<file path="config.mk">
export PLATFORM = sky130hd
export DESIGN_NAME = axi_arbiter
export DESIGN_NICKNAME = d
export VERILOG_FILES = /design/src/rtl/axi_arbiter.sv
export SDC_FILE = /design/constraint.sdc
export NUM_CORES = 1
export LEC_CHECK = 0
export ABC_AREA = 1
export BUFFER_PORTS_ARGS = -buffer_cell sky130_fd_sc_hd__buf_4
export CAP_MARGIN = 20
export CORE_AREA = 5 5 139 141
export DETAILED_ROUTE_END_ITERATION = 16
export DIE_AREA = 0 0 144 146
export PLACE_DENSITY = 0.63
export SLEW_MARGIN = 20
export SYNTH_ARGS = -nofsm -noshare
export SYNTH_HDL_FRONTEND = slang
export SYNTH_SLANG_ARGS = --single-unit
</file>
<file path="constraint.sdc">
create_clock -name clock -period 1.5 [get_ports clock]
set_clock_uncertainty 0.2 [all_clocks]
set_input_delay 0.15 -clock clock [delete_from_list [all_inputs] [get_ports clock]]
set_output_delay 0.15 -clock clock [all_outputs]
set_load 0.01 [all_outputs]
</file>
<file path="src/rtl/axi_arbiter.sv">
// Arbitrates IFU fetches and LSU loads/stores onto one AXI4 master, one transaction at a time.
// Requests are accepted only in IDLE; the requester's response is one RESP cycle after the AXI reply.
module axi_arbiter #(
    parameter logic [3:0] AXI_ID = 4'h0
) (
    input  logic        clock,
    input  logic        reset,
    input  logic        ifu_req_valid,
    output logic        ifu_req_ready,
    input  logic [31:0] ifu_req_addr,
    output logic        ifu_resp_valid,
    output logic [31:0] ifu_resp_data,
    output logic        ifu_resp_err,
    input  logic        lsu_req_valid,
    output logic        lsu_req_ready,
    input  logic        lsu_req_we,
    input  logic [31:0] lsu_req_addr,
    input  logic [31:0] lsu_req_wdata,
    input  logic [3:0]  lsu_req_wstrb,
    input  logic [2:0]  lsu_req_size,
    output logic        lsu_resp_valid,
    output logic [31:0] lsu_resp_data,
    output logic        lsu_resp_err,
    input  logic        io_master_awready,
    output logic        io_master_awvalid,
    output logic [31:0] io_master_awaddr,
    output logic [3:0]  io_master_awid,
    output logic [7:0]  io_master_awlen,
    output logic [2:0]  io_master_awsize,
    output logic [1:0]  io_master_awburst,
    input  logic        io_master_wready,
    output logic        io_master_wvalid,
    output logic [31:0] io_master_wdata,
    output logic [3:0]  io_master_wstrb,
    output logic        io_master_wlast,
    output logic        io_master_bready,
    input  logic        io_master_bvalid,
    input  logic [1:0]  io_master_bresp,
    input  logic [3:0]  io_master_bid,
    input  logic        io_master_arready,
    output logic        io_master_arvalid,
    output logic [31:0] io_master_araddr,
    output logic [3:0]  io_master_arid,
    output logic [7:0]  io_master_arlen,
    output logic [2:0]  io_master_arsize,
    output logic [1:0]  io_master_arburst,
    output logic        io_master_rready,
    input  logic        io_master_rvalid,
    input  logic [1:0]  io_master_rresp,
    input  logic [31:0] io_master_rdata,
    input  logic        io_master_rlast,
    input  logic [3:0]  io_master_rid
);

    typedef enum logic [2:0] {S_IDLE, S_AR, S_R, S_AWW, S_B, S_RESP} state_t;
    localparam logic GNT_IFU = 1'b0;
    localparam logic GNT_LSU = 1'b1;

    state_t      state_q, state_d;
    logic        last_grant_q, last_grant_d;
    logic        gnt_q, gnt_d;
    logic        we_q, we_d;
    logic [31:0] addr_q, addr_d;
    logic [31:0] wdata_q, wdata_d;
    logic [3:0]  wstrb_q, wstrb_d;
    logic [2:0]  size_q, size_d;
    logic        aw_pend_q, aw_pend_d;
    logic        w_pend_q, w_pend_d;
    logic [31:0] data_q, data_d;
    logic        err_q, err_d;

    logic pick_lsu;
    logic do_grant;
    logic unused_ok;

    // Response IDs are ignored: only one transaction is ever in flight.
    assign unused_ok = ^{io_master_rid, io_master_bid};

    // On a tie the requester that did not win last time gets the bus.
    assign pick_lsu      = lsu_req_valid && (!ifu_req_valid || last_grant_q == GNT_IFU);
    assign do_grant      = reset && (state_q == S_IDLE) && (ifu_req_valid || lsu_req_valid);
    assign ifu_req_ready = do_grant && !pick_lsu;
    assign lsu_req_ready = do_grant && pick_lsu;

    always_comb begin
        state_d      = state_q;
        last_grant_d = last_grant_q;
        gnt_d        = gnt_q;
        we_d         = we_q;
        addr_d       = addr_q;
        wdata_d      = wdata_q;
        wstrb_d      = wstrb_q;
        size_d       = size_q;
        aw_pend_d    = aw_pend_q;
        w_pend_d     = w_pend_q;
        data_d       = data_q;
        err_d        = err_q;
        case (state_q)
            S_IDLE: begin
                if (do_grant) begin
                    gnt_d        = pick_lsu;
                    last_grant_d = pick_lsu;
                    data_d       = '0;
                    err_d        = 1'b0;
                    if (pick_lsu) begin
                        we_d    = lsu_req_we;
                        addr_d  = lsu_req_addr;
                        wdata_d = lsu_req_wdata;
                        wstrb_d = lsu_req_wstrb;
                        size_d  = lsu_req_size;
                    end else begin
                        we_d    = 1'b0;
                        addr_d  = ifu_req_addr;
                        wdata_d = '0;
                        wstrb_d = 4'hF;
                        size_d  = 3'b010;
                    end
                    if (we_d) begin
                        state_d   = S_AWW;
                        aw_pend_d = 1'b1;
                        w_pend_d  = 1'b1;
                    end else begin
                        state_d = S_AR;
                    end
                end
            end
            S_AR: begin
                if (io_master_arready) state_d = S_R;
            end
            S_R: begin
                if (io_master_rvalid) begin
                    data_d  = io_master_rdata;
                    err_d   = (io_master_rresp != 2'b00) || !io_master_rlast;
                    state_d = S_RESP;
                end
            end
            S_AWW: begin
                // Address and data channels complete independently, in any order.
                if (io_master_awready) aw_pend_d = 1'b0;
                if (io_master_wready)  w_pend_d  = 1'b0;
                if (!aw_pend_d && !w_pend_d) state_d = S_B;
            end
            S_B: begin
                if (io_master_bvalid) begin
                    data_d  = '0;
                    err_d   = (io_master_bresp != 2'b00);
                    state_d = S_RESP;
                end
            end
            S_RESP:  state_d = S_IDLE;
            default: state_d = S_IDLE;
        endcase
    end

    always_ff @(posedge clock) begin
        if (!reset) begin
            state_q      <= S_IDLE;
            last_grant_q <= GNT_IFU;
            gnt_q        <= GNT_IFU;
            we_q         <= 1'b0;
            addr_q       <= '0;
            wdata_q      <= '0;
            wstrb_q      <= '0;
            size_q       <= '0;
            aw_pend_q    <= 1'b0;
            w_pend_q     <= 1'b0;
            data_q       <= '0;
            err_q        <= 1'b0;
        end else begin
            state_q      <= state_d;
            last_grant_q <= last_grant_d;
            gnt_q        <= gnt_d;
            we_q         <= we_d;
            addr_q       <= addr_d;
            wdata_q      <= wdata_d;
            wstrb_q      <= wstrb_d;
            size_q       <= size_d;
            aw_pend_q    <= aw_pend_d;
            w_pend_q     <= w_pend_d;
            data_q       <= data_d;
            err_q        <= err_d;
        end
    end

    assign io_master_arvalid = (state_q == S_AR);
    assign io_master_araddr  = addr_q;
    assign io_master_arid    = AXI_ID;
    assign io_master_arlen   = 8'h00;
    assign io_master_arsize  = size_q;
    assign io_master_arburst = 2'b01;
    assign io_master_rready  = (state_q == S_R);

    assign io_master_awvalid = (state_q == S_AWW) && aw_pend_q;
    assign io_master_awaddr  = addr_q;
    assign io_master_awid    = AXI_ID;
    assign io_master_awlen   = 8'h00;
    assign io_master_awsize  = size_q;
    assign io_master_awburst = 2'b01;
    assign io_master_wvalid  = (state_q == S_AWW) && w_pend_q;
    assign io_master_wdata   = wdata_q;
    assign io_master_wstrb   = wstrb_q;
    assign io_master_wlast   = 1'b1;
    assign io_master_bready  = (state_q == S_B);

    assign ifu_resp_valid = (state_q == S_RESP) && (gnt_q == GNT_IFU);
    assign lsu_resp_valid = (state_q == S_RESP) && (gnt_q == GNT_LSU);
    assign ifu_resp_data  = ifu_resp_valid ? data_q : 32'h0;
    assign ifu_resp_err   = ifu_resp_valid && err_q;
    assign lsu_resp_data  = lsu_resp_valid ? data_q : 32'h0;
    assign lsu_resp_err   = lsu_resp_valid && err_q;

endmodule

</file>
==> metrics.txt, run 1 <==
status complete, but fails checks; sequential fraction of the synthesis area approximately two fifths; gr ovfl total 0; TritonCTS clock tree yes; Post-synth ARST share 0%; DRC Markers 0; Yosys top cell area share 38.5%; Setup CP Type register to primary output; YS warnings 0; Worst EP arrival 1580 ps; pin count of the biggest net entering global routing 68; Clk pin slew, worst setup/hold paths roughly 80 ps; core area 17800 um^2; Num CTS Buffers 9; Worst Tran Pin Value around 960 ps; first drt pass iteration count 5; Max Clock Freq 0.519 GHz; num rows between 40 and 50; count of endpoints failing setup in the final report 183; number of global-route vias before repair roughly 7200; Synth cell types 21; I/O Pins 368; hold_ws 21.8 ps; Final ANT Viol Nets 0; WP data required 1150 ps; crit share post-route 129%; initial drt markers 270; overall power roughly 0.015 W; root buf cell clkbuf_16; crit path launch type register; fin. max-slew vios 0; mean post-synth cell area 6.36 um^2; ys flop type dfxtp_1; failing checks negative setup slack; RSZ-0062 raised after global routing true; Post-Syn Instances 899; GRT Resource Usage Total 22.4%; layout net count roughly 1500; Bufs on Longest Clock Path 2; Port Buffer Count 330; via count 7382; layout cell share with drive strength beyond 1 approximately two fifths; clk_lat worst skew between 300 and 400 ps; first-pass GRT wire length 37500 um; Pleak around 5.3 nW; fin util 63.9%; power per cell area 1320 nW/um^2; Synth Cell Area 5720 um^2; worst min-delay path class primary input to register; routed length per placed instance 16.2 um; FILL cells 1515; die height 146 um; die area 21000 um^2; sinks on the clock net 110; Starting Density approximately a third; GPL Wtd Cong around 0.82; initial antenna violation count 2; maximum vdd drop 0.868 mV; CP endpoint kind primary output; synth top area cells dfxtp_1 39%, nand2_1 19%, nor2_1 11%; final period demand of the worst path 1930 ps; Post-synth EDFFs 0; Area Growth Syn to Fin 99.3%; Vias/cell 4.59; Die Width roughly 140 um; final worst slack -428 ps; routed wire length 26100 um; Slew Limit Headroom 36.3%; htree depth 3; hpwl dp 16000 um; Yosys top cell by area dfxtp_1; Final Hold Viols 0; Max Cap Violations 0; Seq cells post-synth between 100 and 150; critical path peak fanout 10
## metrics by stage
stage | cells | cell area, um^2 | worst slack [ps] | TNS, ps
2_1_floorplan | 926 | 6020 | -17.6 | -215
3_3_place_gp | 1414 | 8490 | -111 | -11750
3_5_place_dp | 1414 | 8490 | -158 | -14430
4_1_cts | 1597 | 11000 | -407 | -54570
5_1_grt | 1609 | 11400 | -525 | -65670
6_report | 1609 | 11400 | -428 | -50680
## state kept, by name, summed over array words and instances, names as in the netlist
signal and flops:
w_pend_q 1, err_q 1, data_q 32, io_master_wstrb 4, gnt_q 1, io_master_arsize 3
io_master_wdata 32, state_q 3, aw_pend_q 1, io_master_araddr 32
## cells in the mapped netlist, types with 2 or more instances
cell type and instances:
inv_1 60, nor3_1 6, buf_6 5, buf_1 8, nor2_1 166, inv_2 5
buf_2 19, clkbuf_1 16, o21ai_0 2, nor2_2 2, conb_1 2, a21oi_1 76
dfxtp_1 110, buf_4 70, nand2_2 2, nand3_1 62, nand2_1 284
## worst max-delay path, cell delays in order (launching register included)
cell	delay, ps
dfxtp_2	400
buf_4	140
nand2_4	60
nor2_4	130
inv_4	80
clkbuf_16	180
nor2_2	100
buf_4	130
## power by group
part / internal (W) / total, W / switching [W]
Combinational: 0.00394 / 0.00846 / 0.00452
Sequential: 0.00366 / 0.00409 / 0.000429
Clock: 0.00119 / 0.00246 / 0.00127
Total: 0.00879 / 0.0150 / 0.00622
## cells in the final DEF (no fill, tap or decap), types with 3 or more instances in the layout
master         count
a21oi_1           44
a21oi_2           31
buf_12            15
buf_16             6
buf_4            349
buf_6             37
clkbuf_16         16
conb_1            29
dfxtp_1          107
dlygate4sd3_1    137
inv_1             55
inv_2              7
inv_6              3
nand2_1          270
nand2_2           13
nand2_4            3
nand3_1           62
nor2_1            90
nor2_2            42
nor2_4            36
nor3_1             5
## logic make-up after synthesis
family                 Yosys count  share of synthesized area [%]
and+or+nand+nor                525                           36.6
buffers and inverters          183                           17.7
DFF                            110                           38.5
AOI/OAI and AO/OA               79                           7.11
other                            2                          0.131
## final timing paths
check | from | slack [ps] | cells past startpoint | endpoint
max | state_q[2] | -430 | 7 | lsu_resp_data[14]
min | io_master_rresp[0] | 20 | 7 | err_q
min reg2reg | io_master_wdata[4] | 270 | 2 | io_master_wdata[4]
max reg2reg | state_q[0] | -390 | 13 | gnt_q
## per-layer routing
metal / up-vias / global-route usage [%] / share of wire (%)
met1: 3350 / 24.1 / 36
met2: 360 / 40.4 / 52
li1: 3608 / - / -
met3: 64 / 6.34 / 8.6
met4: 0 / 9.42 / 3.3
met5: - / 0 / 0
## final cells by class
cell class / instances / area, um^2 / share of cell area (%)
Antenna cell: 2 / 5.00 / 0.0439
Clock buffer: 9 / 225 / 1.98
Clock inverter: 7 / 78.8 / 0.692
Inverter: 65 / 278 / 2.44
Multi-Input combinational cell: 633 / 3190 / 28.0
Sequential cell: 110 / 2210 / 19.4
Tap cell: 229 / 287 / 2.51
Timing Repair Buffer: 554 / 5130 / 45.0
## what timing repair did
item / 4_1_cts / 5_1_grt
hold buffers: 137 / 0
setup buffers: 23 / 4
pin swaps: 10 / 4
setup endpoints to repair: 181 / 185
gates cloned: 8 / 7
resized for setup: 102 / 69
hold endpoints to repair: 105 / 0
No activity file was read; power rests on OpenSTA's default activity.
==> inputs of run 2 (changes only) <==
Settings changed: BUFFER_PORTS_ARGS -buffer_cell sky130_fd_sc_hd__buf_4 to -buffer_cell sky130_fd_sc_hd__buf_2.
==> run 2 against run 1 <==
- register-to-register slack worse by 100 ps
- design area fell by 0.70%
- via count is 5.4% higher
- clock power barely moved
- the run still ends with negative setup slack left
- clock-buffer cell count unchanged
- worst hold slack gained 0.92 ps
- maximum frequency shrank 10%
- setup slack worse by 220 ps
- largest power group unchanged
==> metrics.txt, run 2 (same netlist as run 1, synthesis figures left out) <==
htree depth 3; routed wire length 28400 um; clock power share around 14%; fin. max-slew vios 0; critical path peak fanout 8; count of endpoints failing setup in the final report between 150 and 200; die height 146 um; crit path launch type register; Setup CP Type register to primary output; pin count of the biggest net entering global routing 68; worst min-delay path class primary input to register; crit share post-route 143%; Num CTS Buffers 9; Starting Density 32.1%; layout net count 1554; Worst EP arrival 1800 ps; Die Width 144 um; failing checks negative setup slack; GPL Wtd Cong 0.827; initial drt markers slightly below 400; number of global-route vias before repair between 7000 and 8000; initial antenna violation count 3; gr ovfl total 0; Port Buffer Count 330; GRT Resource Usage Total 23.9%; Largest stage delay, worst path 360 ps; most used cell, CP nor2_4; final worst slack -650 ps; first drt pass iteration count 5; P_sw 0.00705 W; Worst Tran Pin Value 765 ps; via count 7783; root buf cell clkbuf_16; hpwl dp 15600 um; WP data required between 1000 and 1500 ps; met1 Usage GRT 25.0%; worst path cell trace inv_2 > nor2_4 > nand2_4 > nor2_4 > inv_6 > nor2_1 > buf_2; maximum vdd drop 1.44 mV; final period demand of the worst path 2150 ps; most frequent cells in the layout 288 x buf_2, 268 x nand2_1, 136 x dlygate4sd3_1; CP endpoint kind primary output; Area Growth Syn to Fin 97.9%; Flop pwr share 23.8%; Bufs on Longest Clock Path 2; Max Clock Freq 0.465 GHz; hold_ws 22.7 ps; Net Sw Frac between 40% and 50%; power per cell area 1540 nW/um^2; TritonCTS clock tree yes; Final Hold Viols 0; Slowest-stage cell, CP dfxtp_2; DRC Markers 0; DP Area 7710 um^2; Max Cap Violations 0; met2 Resource Use GR 43.4%; num rows 49; GR peak layer met2; Vias/cell 4.77; commonest non-fill, non-tap cell in the layout buf_2; first-pass GRT wire length 39900 um; layout cell share with drive strength beyond 1 41.8%; FILL cells 1391; clk_lat worst skew 360 ps; Clk pin slew, worst setup/hold paths approximately 80 ps; die area roughly 21000 um^2; Storage cell area 2210 um^2; Slew Limit Headroom around 50%; fin area 11300 um^2; core area around 18000 um^2; Logic pwr share 62.2%; Pleak ~5.5 nW; I/O Pins about 370; Final ANT Viol Nets 0; routed length per placed instance 17.4 um; status complete, but fails checks; met3 usage under 10%; sinks on the clock net 110; Multi-input gate area 3190 um^2; P_int around 0.010 W; RSZ-0062 raised after global routing true
-- run 2: critical path, delay by kind of cell, from the launching register on --
kind	cells	cell delay, ps
AND/OR/NAND/NOR	4	700
buffers and inverters	3	370
flip-flops	1	360
-- run 2: power by group through the flow --
stage	clock, W	sequential [W]	combinational [W]
floorplan	0	0.00418	0.00390
global placement	0	0.00409	0.00608
detailed placement	0	0.00412	0.00611
CTS	0.00252	0.00407	0.00972
global route	0.00263	0.00420	0.0116
finish	0.00245	0.00413	0.0108
-- run 2: final timing paths --
path,start,endpoint,slack [ps],depth (start not counted)
worst max-delay path,state_q[0],lsu_resp_data[31],-650,7
worst min-delay path,lsu_req_addr[7],io_master_araddr[7],20,5
worst max register to register,state_q[0],data_q[16],-490,13
worst min register to register,io_master_wdata[25],io_master_wdata[25],270,2
-- run 2: area by class of cell --
| cell class | count | share of cell area (%) |
|---|---|---|
| antenna | 3 | 0.0663 |
| clock buffer | 9 | 1.99 |
| clock inverter | 7 | 0.719 |
| inverter | 65 | 2.42 |
| multi-input combinational | 633 | 28.2 |
| sequential | 110 | 19.5 |
| tap | 229 | 2.53 |
| timing repair buffer | 577 | 44.5 |
-- run 2: metrics by stage --
| step | setup TNS [ps] | instances | power, W | util (%) | setup WS, ps |
|---|---|---|---|---|---|
| 2_1_floorplan | -215 | 926 | 0.00808 | - | -17.6 |
| 3_3_place_gp | -12790 | 1416 | 0.0102 | 43.2 | -133 |
| 3_5_place_dp | -14580 | 1416 | 0.0102 | 43.2 | -161 |
| 4_1_cts | -60190 | 1618 | 0.0163 | 60.1 | -409 |
| 5_1_grt | -85810 | 1633 | 0.0184 | 63.4 | -688 |
| 6_report | -73730 | 1633 | 0.0174 | 63.4 | -650 |
-- run 2: per-layer routing --
metal / vias up / routed length (um) / share of wire [%]
met2: 473 / 14600 / 51
met3: 101 / 2700 / 9.5
met1: 3537 / 9540 / 34
met5: - / 0 / 0
li1: 3672 / - / -
met4: 0 / 1550 / 5.5
-- run 2: what timing repair did --
action,4_1_cts,5_1_grt
pin swaps,19,11
hold endpoints to repair,105,0
setup endpoints to repair,183,185
setup buffers,30,8
gates resized for setup,113,87
gates cloned,21,4
hold buffers,136,0
==> inputs of run 3 (changes only) <==
Settings changed: CORE_AREA 5 5 139 141 to 5 5 140 142, DIE_AREA 0 0 144 146 to 0 0 145 147, PLACE_DENSITY 0.63 to 0.6.
Clock period 1.5 ns to 2.08 ns, I/O delays scaled along.
==> run 3 against run 2 <==
- the run now ends clean
- combinational power shrank 63%
- highest routed layer unchanged
- critical path depth is 1 higher
- design area shrank 24%
- core utilization is 16 points lower
- critical path type unchanged
- largest power group unchanged
- setup slack better by 670 ps
- die area increased by 1.4%
- sequential share of layout area grew 6.1 points
- clock power down 29%
==> metrics.txt, run 3 (same netlist as run 1, synthesis figures left out) <==
status completed; Final ANT Viol Nets 0; maximum vdd drop 0.542 mV; Starting Density 31.2%; P_sw 0.00373 W; Bufs on Longest Clock Path 2; DRC Markers 0; met3 usage about 5.3%; number of global-route vias before repair 6419; htree depth 3; Num CTS Buffers 9; commonest non-fill, non-tap cell in the layout buf_2; crit path launch type register; routed wire length 21500 um; Area Growth Syn to Fin 50.7%; Flop pwr share 33.8%; first-pass GRT wire length 32700 um; root buf cell clkbuf_16; P_int 0.00498 W; TritonCTS clock tree yes; count of endpoints failing setup in the final report 0; Vias/cell 4.45; Worst EP arrival 1650 ps; final period demand of the worst path 2060 ps; layout cell share with drive strength beyond 1 31.8%; met1 Usage GRT 21.0%; most frequent cells in the layout 330 x buf_2, 283 x nand2_1, 151 x nor2_1; Clk pin slew, worst setup/hold paths 80 ps; diodes inserted 0; GR peak layer met2; worst min-delay path class primary input to register; Die Width 145 um; WP data required roughly 1700 ps; GRT Resource Usage Total approximately 19%; setup TNS 0 ps; first drt pass iteration count 4; DP Area 7170 um^2; initial drt markers roughly 250; met2 Resource Use GR 33.4%; GPL Wtd Cong 0.787; Pleak 4.53 nW; via count 6722; pin count of the biggest net entering global routing 68; hold_ws 16.0 ps; CP endpoint kind primary output; critical path peak fanout 9; Setup CP Type register to primary output; clk_lat worst skew 350 ps; Slew Limit Headroom slightly above 50%; Max Cap Violations 0; core area 18300 um^2; Worst Tran Pin Value 746 ps; routed length per placed instance 14.3 um; sinks on the clock net 110; Net Sw Frac 42.8%; fin. max-slew vios 0; clock power share about 20%; die height roughly 150 um; Logic pwr share 46.2%; FILL cells around 1900; RSZ-0062 raised after global routing true; crit share post-route 99.0%; die area ~21000 um^2; layout net count 1429; Port Buffer Count 330; power per cell area between 1000 and 1500 nW/um^2; num rows 50; hpwl dp 14900 um; initial antenna violation count 1; fin area 8620 um^2; gr ovfl total 0; Max Clock Freq 0.486 GHz; fin util 47.0%; Final Hold Viols 0; I/O Pins 368
run 3: cell count changes in the layout (fill, tap and decap cells not counted), sizes merged:
cell / delta
buf: -80
bufbuf: -4
clkbuf: -2
clkinv: -3
clkinvlp: -2
diode: -3
dlygate4sd3: -40
inv: +5
nor2: +1
run 3: layout make-up:
type                    instances  area, um^2  share of cell area, %
clock buffers                   9         225                   2.61
multi-input cells             634        2690                   31.2
clock inverters                 7        71.3                  0.828
inverters                      65         249                   2.89
repair buffers                451        2880                   33.5
well taps                     234         293                   3.40
flip-flops and latches        110        2210                   25.6
run 3: power groups by stage:
stage | combinational (W) | sequential, W | clock [W]
2_1_floorplan | 0.00268 | 0.00300 | 0
3_3_place_gp | 0.00372 | 0.00296 | 0
3_5_place_dp | 0.00374 | 0.00297 | 0
4_1_cts | 0.00396 | 0.00293 | 0.00181
5_1_grt | 0.00457 | 0.00301 | 0.00189
6_report | 0.00402 | 0.00295 | 0.00174
run 3: worst paths after layout:
| path | start | cells after the start | to | slack (ps) |
|---|---|---|---|---|
| max | state_q[0] | 8 | lsu_resp_data[25] | 20 |
| min reg2reg | io_master_wdata[20] | 2 | io_master_wdata[20] | 270 |
| min | lsu_req_addr[24] | 5 | io_master_araddr[24] | 20 |
| max reg2reg | state_q[1] | 9 | io_master_wdata[19] | 180 |
run 3: per-layer routing:
metal,vias to the layer above,routed length (um)
met5,-,0
met4,0,582
met3,36,1600
met2,294,10500
met1,2988,8810
li1,3404,-
run 3: per-stage QoR:
step           setup WS, ps  instances  total power, W
3_3_place_gp            255       1391         0.00668
5_1_grt               -57.1       1510         0.00947
4_1_cts               -7.93       1506         0.00870
3_5_place_dp            211       1391         0.00672
2_1_floorplan           359        926         0.00568
6_report               20.4       1510         0.00870
run 3: critical path: stages, from the launching register on:
cell and delay [ps]:
dfxtp_4 370, inv_2 50, nor2_4 140, nand2_4 80
nor2_4 160, inv_4 90, buf_12 150, nor2_1 110
buf_2 150
run 3: repair_timing:
action / CTS / global route
endpoints found under the hold margin: 93 / 0
pin swaps: 1 / 2
cloned: 1 / 3
setup buffers: 2 / 1
hold buffers: 96 / 0
gates resized for setup: 7 / 28
setup endpoints to repair: 67 / 81
